[config.mk]
export PLATFORM = sky130hd
export DESIGN_NAME = hex_scan_ctrl
export DESIGN_NICKNAME = d
export VERILOG_FILES = /design/src/rtl/hex_scan_ctrl.sv
export SDC_FILE = /design/constraint.sdc
export NUM_CORES = 1
export LEC_CHECK = 0
export BUFFER_PORTS_ARGS = -buffer_cell sky130_fd_sc_hd__buf_2
export CAP_MARGIN = 10
export CORE_ASPECT_RATIO = 2
export CORE_UTILIZATION = 40
export DETAILED_ROUTE_END_ITERATION = 6
export PLACE_DENSITY = 0.61
export SLEW_MARGIN = 15
export SYNTH_ARGS = -nofsm -noshare
export SYNTH_HDL_FRONTEND = slang
export SYNTH_SLANG_ARGS = --single-unit
[constraint.sdc]
create_clock -name clk -period 3.1 [get_ports clk]
set_clock_uncertainty 0.1 [all_clocks]
set_input_delay 0.62 -clock clk [delete_from_list [all_inputs] [get_ports clk]]
set_output_delay 0.62 -clock clk [all_outputs]
set_load 0.02 [all_outputs]
[src/rtl/hex_scan_ctrl.sv]
// Multiplexed hex display scanner: blanking dead time, 16-level PWM and a tear-free
// per-frame snapshot. Define HEX_LZB_EN to enable leading-zero blanking.
module hex_scan_ctrl #(
  parameter int NUM_DIGITS      = 8,
  parameter int CLK_HZ          = 50_000_000,
  parameter int DIGIT_HZ        = 1000,
  parameter int BLANK_CYCLES    = 64,
  parameter bit SEL_ACTIVE_HIGH = 1'b1,
  parameter bit SEG_ACTIVE_LOW  = 1'b1
) (
  input  logic                    clk,
  input  logic                    reset_n,
  input  logic [4*NUM_DIGITS-1:0] data,
  input  logic [NUM_DIGITS-1:0]   dp,
  input  logic [3:0]              brightness,
  input  logic                    disp_en,
  output logic [NUM_DIGITS-1:0]   sel,
  output logic [7:0]              seg,
  output logic                    frame_done
);

  localparam int TICKS = CLK_HZ / DIGIT_HZ;
  localparam int CNT_W = $clog2(TICKS);
  localparam int IDX_W = $clog2(NUM_DIGITS);

  localparam logic [CNT_W-1:0]      LAST_TICK  = CNT_W'(TICKS - 1);
  localparam logic [CNT_W-1:0]      BLANK_LAST = CNT_W'(BLANK_CYCLES - 1);
  localparam logic [IDX_W-1:0]      LAST_IDX   = IDX_W'(NUM_DIGITS - 1);
  localparam logic [NUM_DIGITS-1:0] SEL_OFF    = SEL_ACTIVE_HIGH ? '0 : '1;
  localparam logic [7:0]            SEG_OFF    = SEG_ACTIVE_LOW ? 8'hFF : 8'h00;

  typedef enum logic [1:0] {
    S_IDLE,
    S_BLANK,
    S_ON
  } state_t;

  state_t                  state_q, state_d;
  logic [IDX_W-1:0]        idx_q, idx_d;
  logic [CNT_W-1:0]        slot_q, slot_d;
  logic [3:0]              pwm_q, pwm_d;
  logic [4*NUM_DIGITS-1:0] data_snap_q, data_snap_d;
  logic [NUM_DIGITS-1:0]   dp_snap_q, dp_snap_d;
  logic [3:0]              bright_snap_q, bright_snap_d;
  logic [NUM_DIGITS-1:0]   sel_q, sel_d;
  logic [7:0]              seg_q, seg_d;
  logic                    frame_done_q, frame_done_d;
  logic                    snap_load;
  logic                    lit;
  logic                    blank_digit;
  logic [3:0]              nib;
  logic [7:0]              seg_raw;

  // Active-high a..g pattern for one nibble.
  function automatic logic [6:0] hex7(input logic [3:0] n);
    case (n)
      4'h0: hex7 = 7'h3F;  4'h1: hex7 = 7'h06;  4'h2: hex7 = 7'h5B;  4'h3: hex7 = 7'h4F;
      4'h4: hex7 = 7'h66;  4'h5: hex7 = 7'h6D;  4'h6: hex7 = 7'h7D;  4'h7: hex7 = 7'h07;
      4'h8: hex7 = 7'h7F;  4'h9: hex7 = 7'h6F;  4'hA: hex7 = 7'h77;  4'hB: hex7 = 7'h7C;
      4'hC: hex7 = 7'h39;  4'hD: hex7 = 7'h5E;  4'hE: hex7 = 7'h79;  default: hex7 = 7'h71;
    endcase
  endfunction

  // One slot counter spans the whole digit slot: BLANK for the first BLANK_CYCLES
  // counts, ON for the rest.
  always_comb begin
    // NOTE: every output of a combinational block gets a default first so no latch is inferred.
    state_d   = state_q;
    idx_d     = idx_q;
    slot_d    = slot_q;
    snap_load = 1'b0;
    if (!disp_en) begin
      state_d = S_IDLE;
      idx_d   = '0;
      slot_d  = '0;
    end else begin
      case (state_q)
        S_IDLE: begin
          state_d   = S_BLANK;
          idx_d     = '0;
          slot_d    = '0;
          snap_load = 1'b1;
        end
        S_BLANK: begin
          slot_d = slot_q + 1'b1;
          if (slot_q == BLANK_LAST) state_d = S_ON;
        end
        S_ON: begin
          if (slot_q == LAST_TICK) begin
            state_d = S_BLANK;
            slot_d  = '0;
            if (idx_q == LAST_IDX) begin
              idx_d     = '0;
              snap_load = 1'b1;
            end else begin
              idx_d = idx_q + 1'b1;
            end
          end else begin
            slot_d = slot_q + 1'b1;
          end
        end
        default: state_d = S_IDLE;
      endcase
    end
    pwm_d         = (state_q == S_ON && state_d == S_ON) ? pwm_q + 4'd1 : 4'd0;
    data_snap_d   = snap_load ? data       : data_snap_q;
    dp_snap_d     = snap_load ? dp         : dp_snap_q;
    bright_snap_d = snap_load ? brightness : bright_snap_q;
  end

`ifdef HEX_LZB_EN
  logic [NUM_DIGITS-1:0] lzb_mask;

  // Digit i>0 is blank when it and every higher nibble are zero.
  always_comb begin
    logic zero_run;
    zero_run = 1'b1;
    lzb_mask = '0;
    for (int i = NUM_DIGITS - 1; i > 0; i--) begin
      zero_run    = zero_run & (data_snap_q[i*4 +: 4] == 4'h0);
      lzb_mask[i] = zero_run;
    end
  end

  assign blank_digit = lzb_mask[idx_q];
`else
  assign blank_digit = 1'b0;
`endif

  // Outputs are computed from current state and registered, so pins lag state by one clock.
  always_comb begin
    nib          = data_snap_q[{idx_q, 2'b00} +: 4];
    seg_raw      = {dp_snap_q[idx_q], blank_digit ? 7'h00 : hex7(nib)};
    lit          = disp_en && (state_q == S_ON) && (pwm_q < bright_snap_q);
    sel_d        = lit ? ((NUM_DIGITS'(1) << idx_q) ^ SEL_OFF) : SEL_OFF;
    seg_d        = lit ? (seg_raw ^ SEG_OFF) : SEG_OFF;
    frame_done_d = disp_en && (state_q == S_ON) && (idx_q == LAST_IDX) && (slot_q == LAST_TICK);
  end

  // NOTE: sequential state uses non-blocking assignments so all flops update from pre-edge values.
  always_ff @(posedge clk or negedge reset_n) begin
    if (!reset_n) begin
      state_q       <= S_IDLE;
      idx_q         <= '0;
      slot_q        <= '0;
      pwm_q         <= '0;
      data_snap_q   <= '0;
      dp_snap_q     <= '0;
      bright_snap_q <= '0;
      sel_q         <= SEL_OFF;
      seg_q         <= SEG_OFF;
      frame_done_q  <= 1'b0;
    end else begin
      state_q       <= state_d;
      idx_q         <= idx_d;
      slot_q        <= slot_d;
      pwm_q         <= pwm_d;
      data_snap_q   <= data_snap_d;
      dp_snap_q     <= dp_snap_d;
      bright_snap_q <= bright_snap_d;
      sel_q         <= sel_d;
      seg_q         <= seg_d;
      frame_done_q  <= frame_done_d;
    end
  end

  assign sel        = sel_q;
  assign seg        = seg_q;
  assign frame_done = frame_done_q;

endmodule
==> results of run 1 <==
cell usage after synthesis (3+ instances only):
library cell  number
mux4_2             8
and3_1             6
a21oi_1            5
o21a_1             3
xnor2_1            6
mux2_2             8
mux2i_1            7
buf_12             4
nor2_1            26
o32ai_1            3
nor4_1             6
and2_1             4
inv_1             16
xor2_1             6
dfrtp_1           78
o221ai_1           3
nand2b_1           3
nand2_1           23
nand4_1            5
nor3_1             4
mux2_4            40
ha_1              21
clkbuf_1           4
nand3_1            7
dfstp_2            8
o21ai_0            6
buf_2              3
cell families (layout without fill, tap and decap cells):
kind of cell    after synthesis  count (layout)  synth area share (%)
fa+ha+maj                    21              21                 5.750
compound gates               42              42                 7.120
xor+xnor                     12              12                 2.300
flops                        86              86                 47.32
simple gates                101             101                 12.05
buf+inv                      30             104                 4.573
mux                          64              64                 20.89
critical path: stages, from the launching register on:
cell      delay, ns
dfrtp_1        0.55
mux4_2         0.55
nand2_1        0.08
and2_1         0.24
inv_1          0.14
ha_1           0.25
nor3_1         0.33
o21bai_1       0.17
a22oi_1        0.09
stage by stage:
step	util [%]	std cells	power (mW)
6_report	48.36	570	2.877
5_1_grt	48.36	570	2.987
3_5_place_dp	45.34	554	1.718
4_1_cts	48.36	570	2.917
3_3_place_gp	45.34	554	1.707
2_1_floorplan	-	356	1.587
sequential cells by signal, indices dropped and copies added, names as in the netlist, 2 cells and up:
name	cells
slot_q	16
pwm_q	4
seg	8
data_snap_q	32
sel	8
bright_snap_q	4
dp_snap_q	8
state_q	2
idx_q	3
worst paths after layout:
check                      slack (ns)                to             start
hold reg to reg                  0.41  bright_snap_q[1]  bright_snap_q[1]
hold / removal                   0.19  bright_snap_q[3]           reset_n
setup reg to reg                 0.52            seg[3]          idx_q[1]
max in group asynchronous        1.94            seg[7]           reset_n
setup / recovery                 0.52            seg[3]          idx_q[1]
min in group clk                 0.41    data_snap_q[5]           data[5]
routing by layer:
metal	track usage, %	wire length [um]	share of wire, %	vias up
met4	9.254	246	2.5	0
met1	17.76	3605	37	1504
li1	-	-	-	1424
met3	3.164	226	2.3	14
met2	34.26	5647	58	48
met5	0	0	0	-
power groups by stage:
stage	clock, mW	sequential [mW]	combinational (mW)
floorplan	0	1.27	0.316
global placement	0	1.31	0.402
detailed placement	0	1.30	0.416
CTS	1.21	1.28	0.419
global route	1.24	1.29	0.453
finish	1.18	1.28	0.415
cell type report:
class | count | area (um^2) | share of cell area (%)
Clock buffer | 10 | 239.0 | 4.487
Clock inverter | 6 | 93.84 | 1.762
Inverter | 16 | 60.06 | 1.128
Multi-Input combinational cell | 240 | 2198 | 41.27
Sequential cell | 86 | 2162 | 40.59
Tap cell | 140 | 175.2 | 3.289
Timing Repair Buffer | 72 | 397.9 | 7.470
==> flow_summary.toml, run 1 <==
[sta]
tns_ns = 0
rsz0062_at_grt = "no"
tightest_slew_ns = 0.8092
hold_viol_final = 0
fmax_mhz = 388.3
setup_viol = 0
maxSlewViolCount = 0
post-route-min-period_ns = 2.575
final.period_utilization_pct = 83.07
fin_hold_ws_ns = 0.1930
setup_ws_ns = 0.5249
relSlewSlack_pct = 45.85

[synth]
ys_ff_latch = 86
synth_nets = 424
synth.distinct_cells = 58
synthFlopType = "dfrtp_1"
synth.area.top_cells = "dfrtp_1 (43%), mux2_4 (13%), ha_1 (5.8%), dfstp_2 (4.6%), mux4_2 (3.9%)"
synth_edf_count = 0
postSynthAreaPerCell_um2 = 12.84
syn_area_um2 = 4569
ys_seq_area_share_pct = 47.32
ys_async_sr_fraction_pct = 100.0
yosysWarningCount = 0
syn_inst = 356
synth_top_area_share_pct = 42.72
yosysTopAreaCell = "dfrtp_1"

[placement]
io_buffer_count = 63
pre_cts_slack_ns = 0.5359
dpl_cell_area_um2 = 4994
dp.final_hpwl_mm = 7.316
globalplace.congestion = 0.8680

[power]
p_clk_share_pct = 41.1
pwr-share-seq_pct = 44.5
combPwrFrac_pct = 14.4
max-vdd-ir-drop_mv = 0.3124
p_leak_nw = 2.469
p_int_mw = 2.185
switching_share_pct = 24.08
power.switching_uw = 692.8
p_per_area_nw_per_um2 = 540.2

[grt]
overflow = 0
grt_pass1_wl_mm = 16.21
antenna_found_initial = 0
grt_max_degree = 47
grt_pass1_vias = 3306
gr-usage-all-layers_pct = 17.91

[final_layout]
fill_cells = 996
final_cell_mix = "dfrtp_1 (78), buf_2 (62), mux2_4 (40), nor2_1 (26), nand2_1 (23)"
syn2layout_area_growth_pct = 16.57
final_common_cell = "dfrtp_1"
nets = 493
antennaDiodeCount = 0
drive_gt1_share_pct = 36.98
fin_area_um2 = 5326

[floorplanning]
row_count = 54
initial_utilization_pct = 41.49
dieArea_um2 = 11880
core_area_um2 = 11010
io_pins = 64
die_y_um = 153.2
die_x_um = 77.58

[routing]
wl_per_cell_um = 17.06
first_pass_iters = 4
final_antenna_net_count = 0
remaining_drc_errors = 0
wl_mm = 9.725
via_per_inst = 5.246
drt_iter0_drc = 89
vias = 2990

[critical_path]
cp.arrival_ns = 2.73
required_ns = 3.26
critPathMaxFanout = 7
critPathLaunchType = "flop"
reg2reg_depth = 8
endpoint_kind = "flop"
crit_type = "reg2reg"

[clock_tree]
cts_setup_buffers = 0
path_clk_slew_ns = 0.07
cts_made_buffers = 9
clock-root-buffer = "clkbuf_16"
clkSinkCount = 86
htreeDepth = 3
clk_latency_ns = 0.34
tritoncts = "built"
cts.repair.resized = 0
cts_max_path_buffers = 2
ctsHoldBuffers = 0

[status]
status = "completed"

[min_path]
min_path_type = "in2async"

[run]
drv_cap = 0
(Power assumes the default switching activity.)
==> run 2, diff against run 1 <==
--- a/config.mk
+++ b/config.mk
@@ -10,7 +10,7 @@
 export CORE_ASPECT_RATIO = 2
 export CORE_UTILIZATION = 40
 export DETAILED_ROUTE_END_ITERATION = 6
-export PLACE_DENSITY = 0.61
+export PLACE_DENSITY = 0.63
 export SLEW_MARGIN = 15
 export SYNTH_ARGS = -nofsm -noshare
 export SYNTH_HDL_FRONTEND = slang
==> constraint.sdc (replaced) <==
create_clock -name clk -period 2.1 [get_ports clk]
set_clock_uncertainty 0.1 [all_clocks]
set_input_delay 0.42 -clock clk [delete_from_list [all_inputs] [get_ports clk]]
set_output_delay 0.42 -clock clk [all_outputs]
set_load 0.02 [all_outputs]
==> run 2 against run 1 <==
Net effect:
- sequential share of layout area is 4.9 points lower
- critical path depth fell by 1
- die area unchanged
- final cell count rose by 11%
- via count is 7.8% higher
- critical path type unchanged
- first-iteration DRC count is 42% higher
- critical endpoint is now data_snap_q[2]
- clock power grew 48%
- non-clock buffer count up 60
- largest power group unchanged
- the flow now finishes with violations (negative hold slack, negative setup slack)
- combinational power increased by 97%
- sequential power grew 48%
- clock-buffer cell count is 1 lower
- design area is 14% higher
==> flow_summary.toml, run 2 (synthesis gave the netlist of run 1 again) <==
[placement]
placedCellCount = 599
dpl_cell_area_um2 = 5371
dp.final_hpwl_mm = 7.754
globalplace.congestion = 0.8621
io_buffer_count = 63

[sta]
maxSlewViolCount = 0
hold_viol_final = 19
setup_viol = 48
relSlewSlack_pct = 59.14
final.period_utilization_pct = 103.4
fin_hold_ws_ns = -0.03158
setup_ws_ns = -0.07139
fmax_mhz = 460.5
rsz0062_at_grt = "yes"
tightest_slew_ns = 0.6065
post-route-min-period_ns = 2.171
tns_ns = -2.202

[grt]
antenna_found_initial = 0
grt_max_degree = 87
grt_pass1_wl_mm = 17.44
grt_pass1_vias = 3604
overflow = 0
gr-usage-all-layers_pct = 19.43

[floorplanning]
die_x_um = 77.58
core_area_um2 = 11010
io_pins = 64
row_count = 54
die_y_um = 153.2
dieArea_um2 = 11880
initial_utilization_pct = 41.49

[critical_path]
critPathLaunchType = "flop"
required_ns = 2.23
crit_type = "reg2reg"
critPathMaxFanout = 9
endpoint_kind = "flop"
cp.arrival_ns = 2.30
ff2ff_setup_slack_ns = -0.07

[clock_tree]
clk_latency_ns = 0.34
clkSinkCount = 86
cts_max_path_buffers = 2
clock-root-buffer = "clkbuf_16"
ctsHoldBuffers = 0
tritoncts = "built"
path_clk_slew_ns = 0.07
htreeDepth = 3
cts_made_buffers = 9

[final_layout]
drive_gt1_share_pct = 49.80
final_util_pct = 55.08
final_common_cell = "dfrtp_1"
antennaDiodeCount = 0
regMostFlops = "data_snap_q"
fill_cells = 912
nets = 553
fin_area_um2 = 6066
instances_no_fill = 630
largest_reg_flops = 32
reg_top3 = "data_snap_q (32), slot_q (16)"
final_cell_mix = "dfrtp_1 (76), buf_2 (62), buf_4 (54), mux2_4 (43), nor2_1 (24)"
syn2layout_area_growth_pct = 32.75
multiInputGateArea_um2 = 2338
final-seq-area_um2 = 2165

[routing]
vias = 3224
remaining_drc_errors = 0
via_per_inst = 5.117
final_antenna_net_count = 0
wl_mm = 10.85
wl_per_cell_um = 17.23
first_pass_iters = 4
drt_iter0_drc = 126

[min_path]
min_path_type = "in2async"

[status]
status = "finished with violations"
violations = "negative hold slack, negative setup slack"

[power]
p_per_area_nw_per_um2 = 735.9
p_leak_nw = 2.838
max-vdd-ir-drop_mv = 0.5150

[run]
drv_cap = 0
==> run 2: changes by cell type in the layout (fill, tap and decap cells not counted), moves of 4 or more <==
cell   change
inv_1      -4
ha_1       -4
buf_6      +7
buf_4     +45
==> run 2: critical path: stages (launching register included) <==
cell and delay, ns:
dfrtp_1 0.38, or4_4 0.58, nor2_4 0.12, nand3_4 0.08, o22ai_4 0.14, buf_12 0.16
clkbuf_16 0.18, mux2_4 0.30
==> run 2: area by class of cell <==
| class | count | area share (%) |
|---|---|---|
| flip-flops and latches | 86 | 35.68 |
| inverters | 16 | 1.073 |
| clock buffers | 9 | 3.713 |
| multi-input cells | 240 | 38.55 |
| repair buffers | 132 | 16.40 |
| clock inverters | 7 | 1.691 |
| well taps | 140 | 2.888 |
==> run 2: power breakdown <==
part	internal, mW	switching, mW
Combinational	0.476	0.341
Sequential	1.80	0.100
Clock	1.06	0.693
Total	3.33	1.13
==> run 2: path summary, 6_finish.rpt <==
kind / start / to / depth (start not counted)
max: slot_q[12] / data_snap_q[2] / 7
min: reset_n / slot_q[5] / 2
max reg2reg: slot_q[12] / data_snap_q[2] / 7
min reg2reg: pwm_q[0] / pwm_q[0] / 1
max in group asynchronous: reset_n / idx_q[1] / 2
min in group clk: data[1] / data_snap_q[1] / 2
==> run 2: stage by stage <==
step	hold WS, ns	total power, mW	worst slack (ns)
final	-0.03158	4.464	-0.07139
after global routing	0.03106	4.650	-0.1448
after CTS	0.02341	4.443	-0.1135
after detailed placement	0.3799	2.598	-0.2124
after global placement	0.3665	2.574	-0.1800
after floorplan	0.02441	2.357	-0.1132
==> run 2: repair_timing <==
action	4_1_cts	5_1_grt
cloned	1	2
buffers inserted	4	8
endpoints found under the setup margin	55	66
pin swaps	6	11
resized for setup	18	23
==> run 2: per-layer routing <==
layer / up-vias / wire (um) / GRT usage (%)
li1: 1548 / - / -
met1: 1591 / 3911 / 19.28
met4: 0 / 283 / 8.625
met3: 18 / 321 / 3.881
met5: - / 0 / 0
met2: 67 / 6336 / 37.51
